`src/rtl/bank_reader.sv`:
```
`default_nettype none
// ============================================================================
//  Module      : bank_reader
//  Description : Read-side consumer of the NM line-buffer banks filled by the
//                row writer. Tracks which banks hold complete rows, reads the
//                KW oldest full rows in lock-step column by column, presents
//                one KW-tall window column per handshake, and releases the
//                oldest bank with a one-cycle mem_used pulse after each row
//                pass.
//  Option      : BANK_READER_PERF_CNT_EN - when defined, stall_cycles counts
//                cycles with win_valid && !win_ready (saturating). When
//                undefined, stall_cycles is tied to zero.
//  Ports       : clk, rst           - clock, asynchronous active-high reset
//                cfg_width/height   - frame geometry, latched at frame_start
//                frame_start        - arms a new frame (ignored unless idle)
//                mb_full            - per-bank row-complete from the writer
//                mem_data           - bank read data (1-cycle read latency)
//                mb_rd_addr         - per-bank read address
//                mem_used           - per-bank release pulse
//                win_*              - window column stream (valid/ready)
//                frame_done, busy   - frame status
//                stall_cycles       - optional backpressure counter
//  Revision    : 1.0 - initial release
// ============================================================================
module bank_reader #(
   parameter int XB = 10,
   parameter int YB = 10,
   parameter int PB = 8,
   parameter int NM = 4,
   parameter int KW = 3
) (
   input  logic          clk,
   input  logic          rst,
   input  logic [XB-1:0] cfg_width,
   input  logic [YB-1:0] cfg_height,
   input  logic          frame_start,
   input  logic [NM-1:0] mb_full,
   input  logic [PB-1:0] mem_data   [NM],
   output logic [XB-1:0] mb_rd_addr [NM],
   output logic [NM-1:0] mem_used,
   output logic [PB-1:0] win_data   [KW],
   output logic          win_valid,
   input  logic          win_ready,
   output logic          win_first,
   output logic          win_last,
   output logic          frame_done,
   output logic          busy,
   output logic [15:0]   stall_cycles
);

   localparam int NB = (NM > 1) ? $clog2(NM) : 1;

   typedef enum logic [2:0] {
      S_IDLE    = 3'd0,
      S_WAIT    = 3'd1,
      S_STREAM  = 3'd2,
      S_DRAIN   = 3'd3,
      S_RELEASE = 3'd4,
      S_DONE    = 3'd5
   } state_t;

   // ------------------------------------------------------------------------
   // Registers
   // ------------------------------------------------------------------------
   state_t          state_q, state_d;
   logic [NM-1:0]   ready_q;
   logic [NB-1:0]   base_q,   base_d;
   logic [YB-1:0]   pass_q,   pass_d;
   logic [XB-1:0]   width_q,  width_d;
   logic [YB-1:0]   height_q, height_d;
   logic [XB-1:0]   col_q,    col_d;

   // One read can be in flight; its first/last tags ride along with it.
   logic            infl_q;
   logic            infl_first_q;
   logic            infl_last_q;

   // Two-entry output skid buffer
   logic [PB-1:0]   buf_data_q  [2][KW];
   logic [1:0]      buf_first_q;
   logic [1:0]      buf_last_q;
   logic            rd_ptr_q;
   logic            wr_ptr_q;
   logic [1:0]      occ_q;

   // ------------------------------------------------------------------------
   // Combinational helpers
   // ------------------------------------------------------------------------
   logic [NB-1:0]   w_bank [KW];
   logic [NM-1:0]   w_pass_mask;
   logic            w_all_ready;
   logic            w_pop;
   logic            w_push;
   logic [2:0]      w_credit;
   logic            w_issue;
   logic            w_col_last;
   logic            w_last_pass;
   logic [PB-1:0]   w_push_data [KW];

   // Banks of the current pass; NM is a power of two so the add wraps.
   always_comb begin
      w_pass_mask = '0;
      for (int k = 0; k < KW; k++) begin
         w_bank[k]              = base_q + NB'(k);
         w_pass_mask[w_bank[k]] = 1'b1;
      end
   end

   assign w_all_ready = ((ready_q & w_pass_mask) == w_pass_mask);
   assign w_pop       = win_valid && win_ready;
   assign w_push      = infl_q;

   // Occupancy the buffer will have after this cycle's pop, plus the read
   // already in flight. Counting the pop keeps full throughput at one
   // column per cycle while never overflowing the two entries.
   assign w_credit    = 3'(occ_q) + 3'(infl_q) - 3'(w_pop);
   assign w_issue     = (state_q == S_STREAM) && (w_credit < 3'd2);
   assign w_col_last  = (col_q == (width_q - XB'(1)));
   assign w_last_pass = ((pass_q + YB'(1)) == (height_q - YB'(KW - 1)));

   // Read data is reordered so index 0 is the oldest row (bank at base).
   always_comb begin
      for (int k = 0; k < KW; k++) begin
         w_push_data[k] = mem_data[w_bank[k]];
      end
   end

   // ------------------------------------------------------------------------
   // Read addresses: all pass banks share the column address while streaming
   // ------------------------------------------------------------------------
   always_comb begin
      for (int b = 0; b < NM; b++) begin
         mb_rd_addr[b] = '0;
         if ((state_q == S_STREAM) && w_pass_mask[b]) begin
            mb_rd_addr[b] = col_q;
         end
      end
   end

   // ------------------------------------------------------------------------
   // FSM next-state logic
   // ------------------------------------------------------------------------
   always_comb begin
      state_d  = state_q;
      base_d   = base_q;
      pass_d   = pass_q;
      width_d  = width_q;
      height_d = height_q;
      col_d    = col_q;
      case (state_q)
         S_IDLE: begin
            if (frame_start) begin
               state_d  = S_WAIT;
               base_d   = '0;
               pass_d   = '0;
               width_d  = cfg_width;
               height_d = cfg_height;
            end
         end
         S_WAIT: begin
            if (w_all_ready) begin
               state_d = S_STREAM;
               col_d   = '0;
            end
         end
         S_STREAM: begin
            if (w_issue) begin
               col_d = col_q + XB'(1);
               if (w_col_last) begin
                  state_d = S_DRAIN;
               end
            end
         end
         S_DRAIN: begin
            if ((occ_q == 2'd0) && !infl_q) begin
               state_d = S_RELEASE;
            end
         end
         S_RELEASE: begin
            base_d  = base_q + NB'(1);
            pass_d  = pass_q + YB'(1);
            state_d = w_last_pass ? S_DONE : S_WAIT;
         end
         S_DONE: begin
            state_d = S_IDLE;
         end
         default: begin
            state_d = S_IDLE;
         end
      endcase
   end

   always_ff @(posedge clk or posedge rst) begin
      if (rst) begin
         state_q  <= S_IDLE;
         base_q   <= '0;
         pass_q   <= '0;
         width_q  <= '0;
         height_q <= '0;
         col_q    <= '0;
      end else begin
         state_q  <= state_d;
         base_q   <= base_d;
         pass_q   <= pass_d;
         width_q  <= width_d;
         height_q <= height_d;
         col_q    <= col_d;
      end
   end

   // ------------------------------------------------------------------------
   // Bank status: a level on mb_full sets the flag and wins over a release
   // occurring in the same cycle.
   // ------------------------------------------------------------------------
   assign mem_used = (state_q == S_RELEASE) ? (NM'(1) << base_q) : '0;

   always_ff @(posedge clk or posedge rst) begin
      if (rst) begin
         ready_q <= '0;
      end else begin
         ready_q <= (ready_q & ~mem_used) | mb_full;
      end
   end

   // ------------------------------------------------------------------------
   // Read pipeline and output skid buffer
   // ------------------------------------------------------------------------
   always_ff @(posedge clk or posedge rst) begin
      if (rst) begin
         infl_q       <= 1'b0;
         infl_first_q <= 1'b0;
         infl_last_q  <= 1'b0;
      end else begin
         infl_q       <= w_issue;
         infl_first_q <= w_issue && (col_q == '0);
         infl_last_q  <= w_issue && w_col_last;
      end
   end

   always_ff @(posedge clk or posedge rst) begin
      if (rst) begin
         for (int e = 0; e < 2; e++) begin
            for (int k = 0; k < KW; k++) begin
               buf_data_q[e][k] <= '0;
            end
         end
         buf_first_q <= '0;
         buf_last_q  <= '0;
         rd_ptr_q    <= 1'b0;
         wr_ptr_q    <= 1'b0;
         occ_q       <= '0;
      end else begin
         if (w_push) begin
            for (int k = 0; k < KW; k++) begin
               buf_data_q[wr_ptr_q][k] <= w_push_data[k];
            end
            buf_first_q[wr_ptr_q] <= infl_first_q;
            buf_last_q[wr_ptr_q]  <= infl_last_q;
            wr_ptr_q              <= ~wr_ptr_q;
         end
         if (w_pop) begin
            rd_ptr_q <= ~rd_ptr_q;
         end
         occ_q <= occ_q + 2'(w_push) - 2'(w_pop);
      end
   end

   // ------------------------------------------------------------------------
   // Outputs
   // ------------------------------------------------------------------------
   generate
      for (genvar k = 0; k < KW; k++) begin : g_win
         assign win_data[k] = buf_data_q[rd_ptr_q][k];
      end
   endgenerate

   assign win_valid  = (occ_q != 2'd0);
   assign win_first  = win_valid && buf_first_q[rd_ptr_q];
   assign win_last   = win_valid && buf_last_q[rd_ptr_q];
   assign frame_done = (state_q == S_DONE);
   assign busy       = (state_q != S_IDLE);

`ifdef BANK_READER_PERF_CNT_EN
   logic [15:0] stall_q;

   always_ff @(posedge clk or posedge rst) begin
      if (rst) begin
         stall_q <= '0;
      end else if ((state_q == S_IDLE) && frame_start) begin
         stall_q <= '0;
      end else if (win_valid && !win_ready && (stall_q != 16'hFFFF)) begin
         stall_q <= stall_q + 16'd1;
      end
   end

   assign stall_cycles = stall_q;
`else
   assign stall_cycles = '0;
`endif

endmodule
`default_nettype wire

```
`config.mk`:
```
export PLATFORM = sky130hd
export DESIGN_NAME = bank_reader
export DESIGN_NICKNAME = d
export VERILOG_FILES = /design/src/rtl/bank_reader.sv
export SDC_FILE = /design/constraint.sdc
export NUM_CORES = 1
export LEC_CHECK = 0
export ABC_AREA = 1
export BUFFER_PORTS_ARGS = -buffer_cell sky130_fd_sc_hd__buf_4
export CORE_ASPECT_RATIO = 0.75
export CORE_UTILIZATION = 35
export DETAILED_ROUTE_END_ITERATION = 16
export MAX_ROUTING_LAYER = met4
export PLACE_DENSITY = 0.64
export SLEW_MARGIN = 20
export SYNTH_ARGS = -nofsm -noshare
export SYNTH_HDL_FRONTEND = slang
export SYNTH_SLANG_ARGS = --single-unit
```
`constraint.sdc`:
```
create_clock -name clk -period 2.95 [get_ports clk]
set_clock_uncertainty 0.2 [all_clocks]
set_input_delay 0.1475 -clock clk [delete_from_list [all_inputs] [get_ports clk]]
set_output_delay 0.1475 -clock clk [all_outputs]
set_load 0.05 [all_outputs]
```
**Word-level counts from Yosys, hierarchy flattened**

Index checks and enable logic that the tools add are counted.

- Add/sub/neg operators: 10
- Order comparisons: 16
- Equal/unequal tests: 13
- Shift operators: 1
- Multiplexer cells: 54
- Bitwise logic cells: 13
- Reductions and logical operators: 28

Operators with widths:

| cell | number |
|---|---|
| $bwmux W48 | 3 |
| $mux W24 | 4 |
| $demux W24 S1 | 3 |
| $mux W10 | 7 |
| $mux W8 | 7 |
| $bmux W8 S2 | 3 |
| $pmux W10 S2 | 2 |
| $add A10 B1 Y10 const B | 2 |
| $eq A10 B10 Y1 | 2 |
| $mux W3 | 6 |
| $logic_and A1 B1 Y1 | 16 |
| $mux W16 | 1 |
| $pmux W3 S5 | 1 |
| $or A4 B4 Y4 | 3 |
| $logic_not A10 Y1 | 1 |
| $ne A2 B2 Y1 const B | 5 |
| $sub A10 B1 Y10 const B | 1 |
| $sub A10 B2 Y10 const B | 1 |
| $ge A3 B3 Y1 const B | 3 |
| $lt A2 B3 Y1 const B | 3 |
| $not A2 Y3 | 3 |
| $and A4 B4 Y4 | 2 |
| $mux W1 | 8 |
| $demux W1 S2 | 3 |
| 33 further kinds | 45 |

- Register bits after elaboration: 108
- Bits of input ports: 60
- Output and inout port bits: 89
- Word-level logic and storage cells: 156

**Logic depth before layout (Yosys ltp)**

- Depth in word-level cells: 11
- Depth in mapped cells: 17

**Least setup slack after synthesis**

No wires, ideal clock.

- Path kind: register to register
- Start: register occ_q[1]
- End: register col_q[6]
- Data arrival time: 2.704 ns
- Data required time: 2.632 ns
- Setup slack: -0.072 ns
- Stages on the path, launching flop included: 18
- Clock period less this slack: 3.022 ns
- Cells stage by stage: dfrtp_1 > nor2_1 > inv_1 > nand2_1 > inv_1 > ha_1 > inv_1 > ha_1 > fa_1 > a21oi_1 > o21ai_0 > nand2_1 > nand2_1 > nor2_2 > buf_4 > nand3_2 > xor2_1 > nor2_1

- Longest elaborated chain between the ends: 7
- Elaborated cells between the ends (all ways): 8
- Classes of those cells: add/sub: 2; order compare: 1; eq/ne: 1; reduce/logical: 4

Ends and longest elaborated chain:

| element | RTL line | text |
|---|---|---|
| start, declared | 84 | `logic [1:0] occ_q;` |
| start signal, assigned | 264 | `occ_q <= occ_q + 2'(w_push) - 2'(w_pop);` |
| $reduce_bool A2 Y1 | 277 | `assign win_valid = (occ_q != 2'd0);` |
| net win_valid | 42 | `output logic win_valid,` |
| $logic_and A1 B1 Y1 | 110 | `assign w_pop = win_valid && win_ready;` |
| net w_pop | 92 | `logic w_pop;` |
| $sub A3 B1 Y3 | 116 | `assign w_credit = 3'(occ_q) + 3'(infl_q) - 3'(w_pop);` |
| net w_credit[1] | 94 | `logic [2:0] w_credit;` |
| $lt A3 B2 Y1 | 117 | `assign w_issue = (state_q == S_STREAM) && (w_credit < 3'd2);` |
| $logic_and A1 B1 Y1 | 117 |  |
| $ne A2 B2 Y1 (no source line) | -- |  |
| $reduce_and A3 Y1 (no source line) | -- |  |
| end signal, assigned | 207 | `col_q <= col_d;` |
| end, declared | 71 | `logic [XB-1:0] col_q, col_d;` |

The timed path passes the listed nets, and every way through them passes these cells.
A chain may end at the register's enable or synchronous reset.

**Worst setup path in the final report**

- Start: register occ_q[1]
- End: register col_q[6]

- Longest elaborated chain between the ends: 7
- Elaborated cells between the ends (all ways): 8
- Classes of those cells: add/sub: 2; order compare: 1; eq/ne: 1; reduce/logical: 4

Ends and longest elaborated chain:

| element | RTL line |
|---|---|
| $reduce_bool A2 Y1 | 277 |
| $logic_and A1 B1 Y1 | 110 |
| net w_pop | 92 |
| $sub A3 B1 Y3 | 116 |
| net w_credit[1] | 94 |
| $lt A3 B2 Y1 | 117 |
| $logic_and A1 B1 Y1 | 117 |
| $ne A2 B2 Y1 (no source line) | -- |
| $reduce_and A3 Y1 (no source line) | -- |

The timed path passes the listed nets, and every way through them passes these cells.

==> impl_metrics.tcl <==
set metrics [dict create \
    grt_max_degree 109 \
    die_area_sq_um 19060 \
    area_growth_pct 30.27 \
    slew_headroom_pct 53.26 \
    rsz0062_at_grt "yes" \
    cts_tree "built" \
    diodes 0 \
    avgSynthCellArea_sq_um 6.890 \
    hold_path_startpoint "frame_start" \
    wl_per_cell_microns 13.42 \
    synth-main-ff-cell "dfrtp_1" \
    fmax_ghz 0.3538 \
    stdcell_count 1342 \
    maxCapViolCount 0 \
    yosysSeqAreaShare_pct 41.73 \
    fin_area_sq_um 8437 \
    ys_warn_count 0 \
    portBuffers 132 \
    synth_top_area_cell "dfrtp_1" \
    synth.top_cell.area_share_pct 41.73 \
    routed_wirelength_mm 18.01 \
    rows 42 \
    cts_buffer_depth 2 \
    r2r_start "occ_q[1]" \
    synth-edff-count 0 \
    htreeDepth 3 \
    via_count 6315 \
    ios 149 \
    overflow 0 \
    die-height_microns 119.8 \
    post_drt_via_cell_ratio 4.706 \
    cts_sinks 108 \
    initial_core_util_pct 36.25 \
    drt_iter0_drc 524 \
    gp_congestion 0.8345 \
    path_max_fanout 8 \
    critPathKind "flip-flop to flip-flop" \
    synthTopCellsByArea "dfrtp_1 (42%), nand2_1 (21%), o21ai_0 (8.0%)" \
    outcome "complete, no violations" \
    synth_commonest_cells "nand2_1 (359), dfrtp_1 (108), o21ai_0 (104)" \
    hold_viol 0 \
    finalSetupTns_ns 0 \
    period_share_pct 95.82 \
    required_ns 3.05 \
    ant_nets 0 \
    end_kind "flip-flop" \
    cts_root_buffer "clkbuf_16" \
    n_fill_cell 1797 \
    synth_area_sq_um 6476 \
    ir_worst_vdd_mv 0.4518 \
    antenna_found_initial 0 \
    p_leak_nw 4.299 \
    r2r_slack_ns 0.12 \
    fin_util_pct 47.22 \
    setup_viol 0 \
    netlist_instances 940 \
    r2r_cells 17 \
    cts_buffers 9 \
    hpwl_mm 12.78 \
    first_global_vias 5549 \
    slew_viol_final 0 \
    nets 1169 \
    insertion_delay_ns 0.36 \
    r2r_end "col_q[6]" \
    dpl_cell_area_sq_um 7706 \
    drive_gt1_share_pct 17.27 \
    gr-usage-all-layers_pct 19.49 \
    worstSetupStartpointType "flip-flop" \
    hold_path.class "input port to flip-flop" \
    fp.dieW_microns 159.1 \
    yosysMostFrequentCell "nand2_1" \
    drt_first_pass_iters 5 \
    synthArstFlopShare_pct 100.0 \
    worstMarginPinSlew_ns 0.6968 \
    drc 0 \
    worstHoldEndpoint "width_q[5]" \
    ys_seq_elements 108 \
    p_per_area_nw_per_um2 1013 \
    core_area_sq_um 17870 \
    dp.cells 1292 \
    grt_pass1_wl_mm 28.59 \
    holdPathStages 4 \
    crit_arrival_ns 2.92 \
    path_clk_slew_ns 0.08 \
    period_minus_slack_ns 2.827 \
    yosys.cell_types.count 32 \
]
==> cell type report <==
type	count	area (sq um)	share of cell area (%)
well taps	242	302.8	3.589
clock buffers	9	225.2	2.669
flip-flops and latches	108	2703	32.03
clock inverters	7	121.4	1.439
inverters	90	341.6	4.049
multi-input cells	702	3271	38.77
repair buffers	184	1473	17.46
==> through the flow <==
step           total power [mW]  hold WS [ns]  setup slack (ns)
2_1_floorplan             5.642       0.05712           0.03300
3_3_place_gp              6.916        0.1462            0.1041
3_5_place_dp              6.974        0.1485           0.04769
4_1_cts                   8.474      0.002140           0.03116
5_1_grt                   9.226       0.04171          -0.04090
6_report                  8.544      0.003798            0.1233
==> state kept, by name, summed over array words and instances, names as in the netlist <==
signal,flops
base_q,2
height_q,10
infl_q,1
occ_q,2
width_q,10
rd_ptr_q,1
state_q,3
ready_q,4
wr_ptr_q,1
buf_data_q,48
buf_last_q,2
col_q,10
infl_last_q,1
pass_q,10
infl_first_q,1
buf_first_q,2
==> routing by layer <==
metal	share of wire (%)	GRT usage [%]	wire length, microns	up-vias
li1	-	-	-	3247
met1	52	29.31	9442	2883
met2	42	26.81	7509	176
met3	5.1	3.595	919	9
met4	0.77	4.267	138	0
met5	0	-	0	-
==> worst max-delay path, cell delays in order, from the launching register on <==
cell,delay (ns)
dfrtp_1,0.39
nor2_2,0.14
inv_2,0.06
nand2_2,0.08
inv_2,0.05
ha_4,0.25
inv_2,0.03
ha_4,0.14
fa_1,0.47
a21oi_1,0.12
o21ai_1,0.10
nand2_1,0.08
nand2_2,0.07
nor2_4,0.13
buf_6,0.14
nand3_4,0.07
xor2_1,0.15
nor2_1,0.08
==> worst max path at each step <==
| stage | from | end | slack, ns | depth (start not counted) |
|---|---|---|---|---|
| finish | occ_q[1] | col_q[6] | 0.12 | 17 |
| global route | occ_q[1] | col_q[6] | -0.04 | 17 |
| CTS | occ_q[0] | col_q[6] | 0.03 | 17 |
| detailed placement | occ_q[0] | col_q[3] | 0.05 | 17 |
| global placement | occ_q[0] | col_q[3] | 0.10 | 17 |
| floorplan | occ_q[1] | col_q[6] | 0.03 | 17 |
==> logic make-up after synthesis <==
| kind of cell | count (synthesis) | synth area share (%) |
|---|---|---|
| buf+inv | 145 | 9.409 |
| xor+xnor | 17 | 2.299 |
| other cells | 1 | 0.05790 |
| fa+ha+maj | 14 | 2.821 |
| simple gates | 510 | 31.38 |
| flops | 108 | 41.73 |
| compound gates | 145 | 12.31 |
==> where the power goes <==
group | internal, mW | leakage (nW) | total (mW) | switching (mW)
Clock | 0.837 | 0.170 | 1.42 | 0.579
Combinational | 1.52 | 2.80 | 4.71 | 3.19
Sequential | 2.04 | 1.33 | 2.42 | 0.374
Total | 4.40 | 4.30 | 8.54 | 4.15
==> cells in the final DEF, fill, tap and decap left out, types with 6 or more instances in the layout <==
| cell type | synthesis | routed |
|---|---|---|
| nor3_1 | 11 | 11 |
| o22ai_1 | 10 | 10 |
| nand4_1 | 10 | 10 |
| nand3_1 | 30 | 30 |
| inv_1 | 82 | 78 |
| dlygate4sd3_1 | 0 | 30 |
| conb_1 | 1 | 16 |
| buf_4 | 17 | 152 |
| dfrtp_1 | 108 | 108 |
| ha_1 | 13 | 11 |
| clkbuf_16 | 0 | 9 |
| a32o_1 | 8 | 8 |
| clkinv_1 | 6 | 6 |
| nand2_1 | 359 | 356 |
| a21oi_1 | 15 | 15 |
| nor2_1 | 89 | 87 |
| o21ai_0 | 104 | 103 |
| xor2_1 | 15 | 15 |
==> repair_timing <==
item,in CTS,in global routing
setup buffers,0,4
endpoints found under the hold margin,135,0
gates resized for setup,0,14
endpoints found under the setup margin,0,13
hold buffers,30,0
Note: power is estimated with default switching activity, not from simulation.
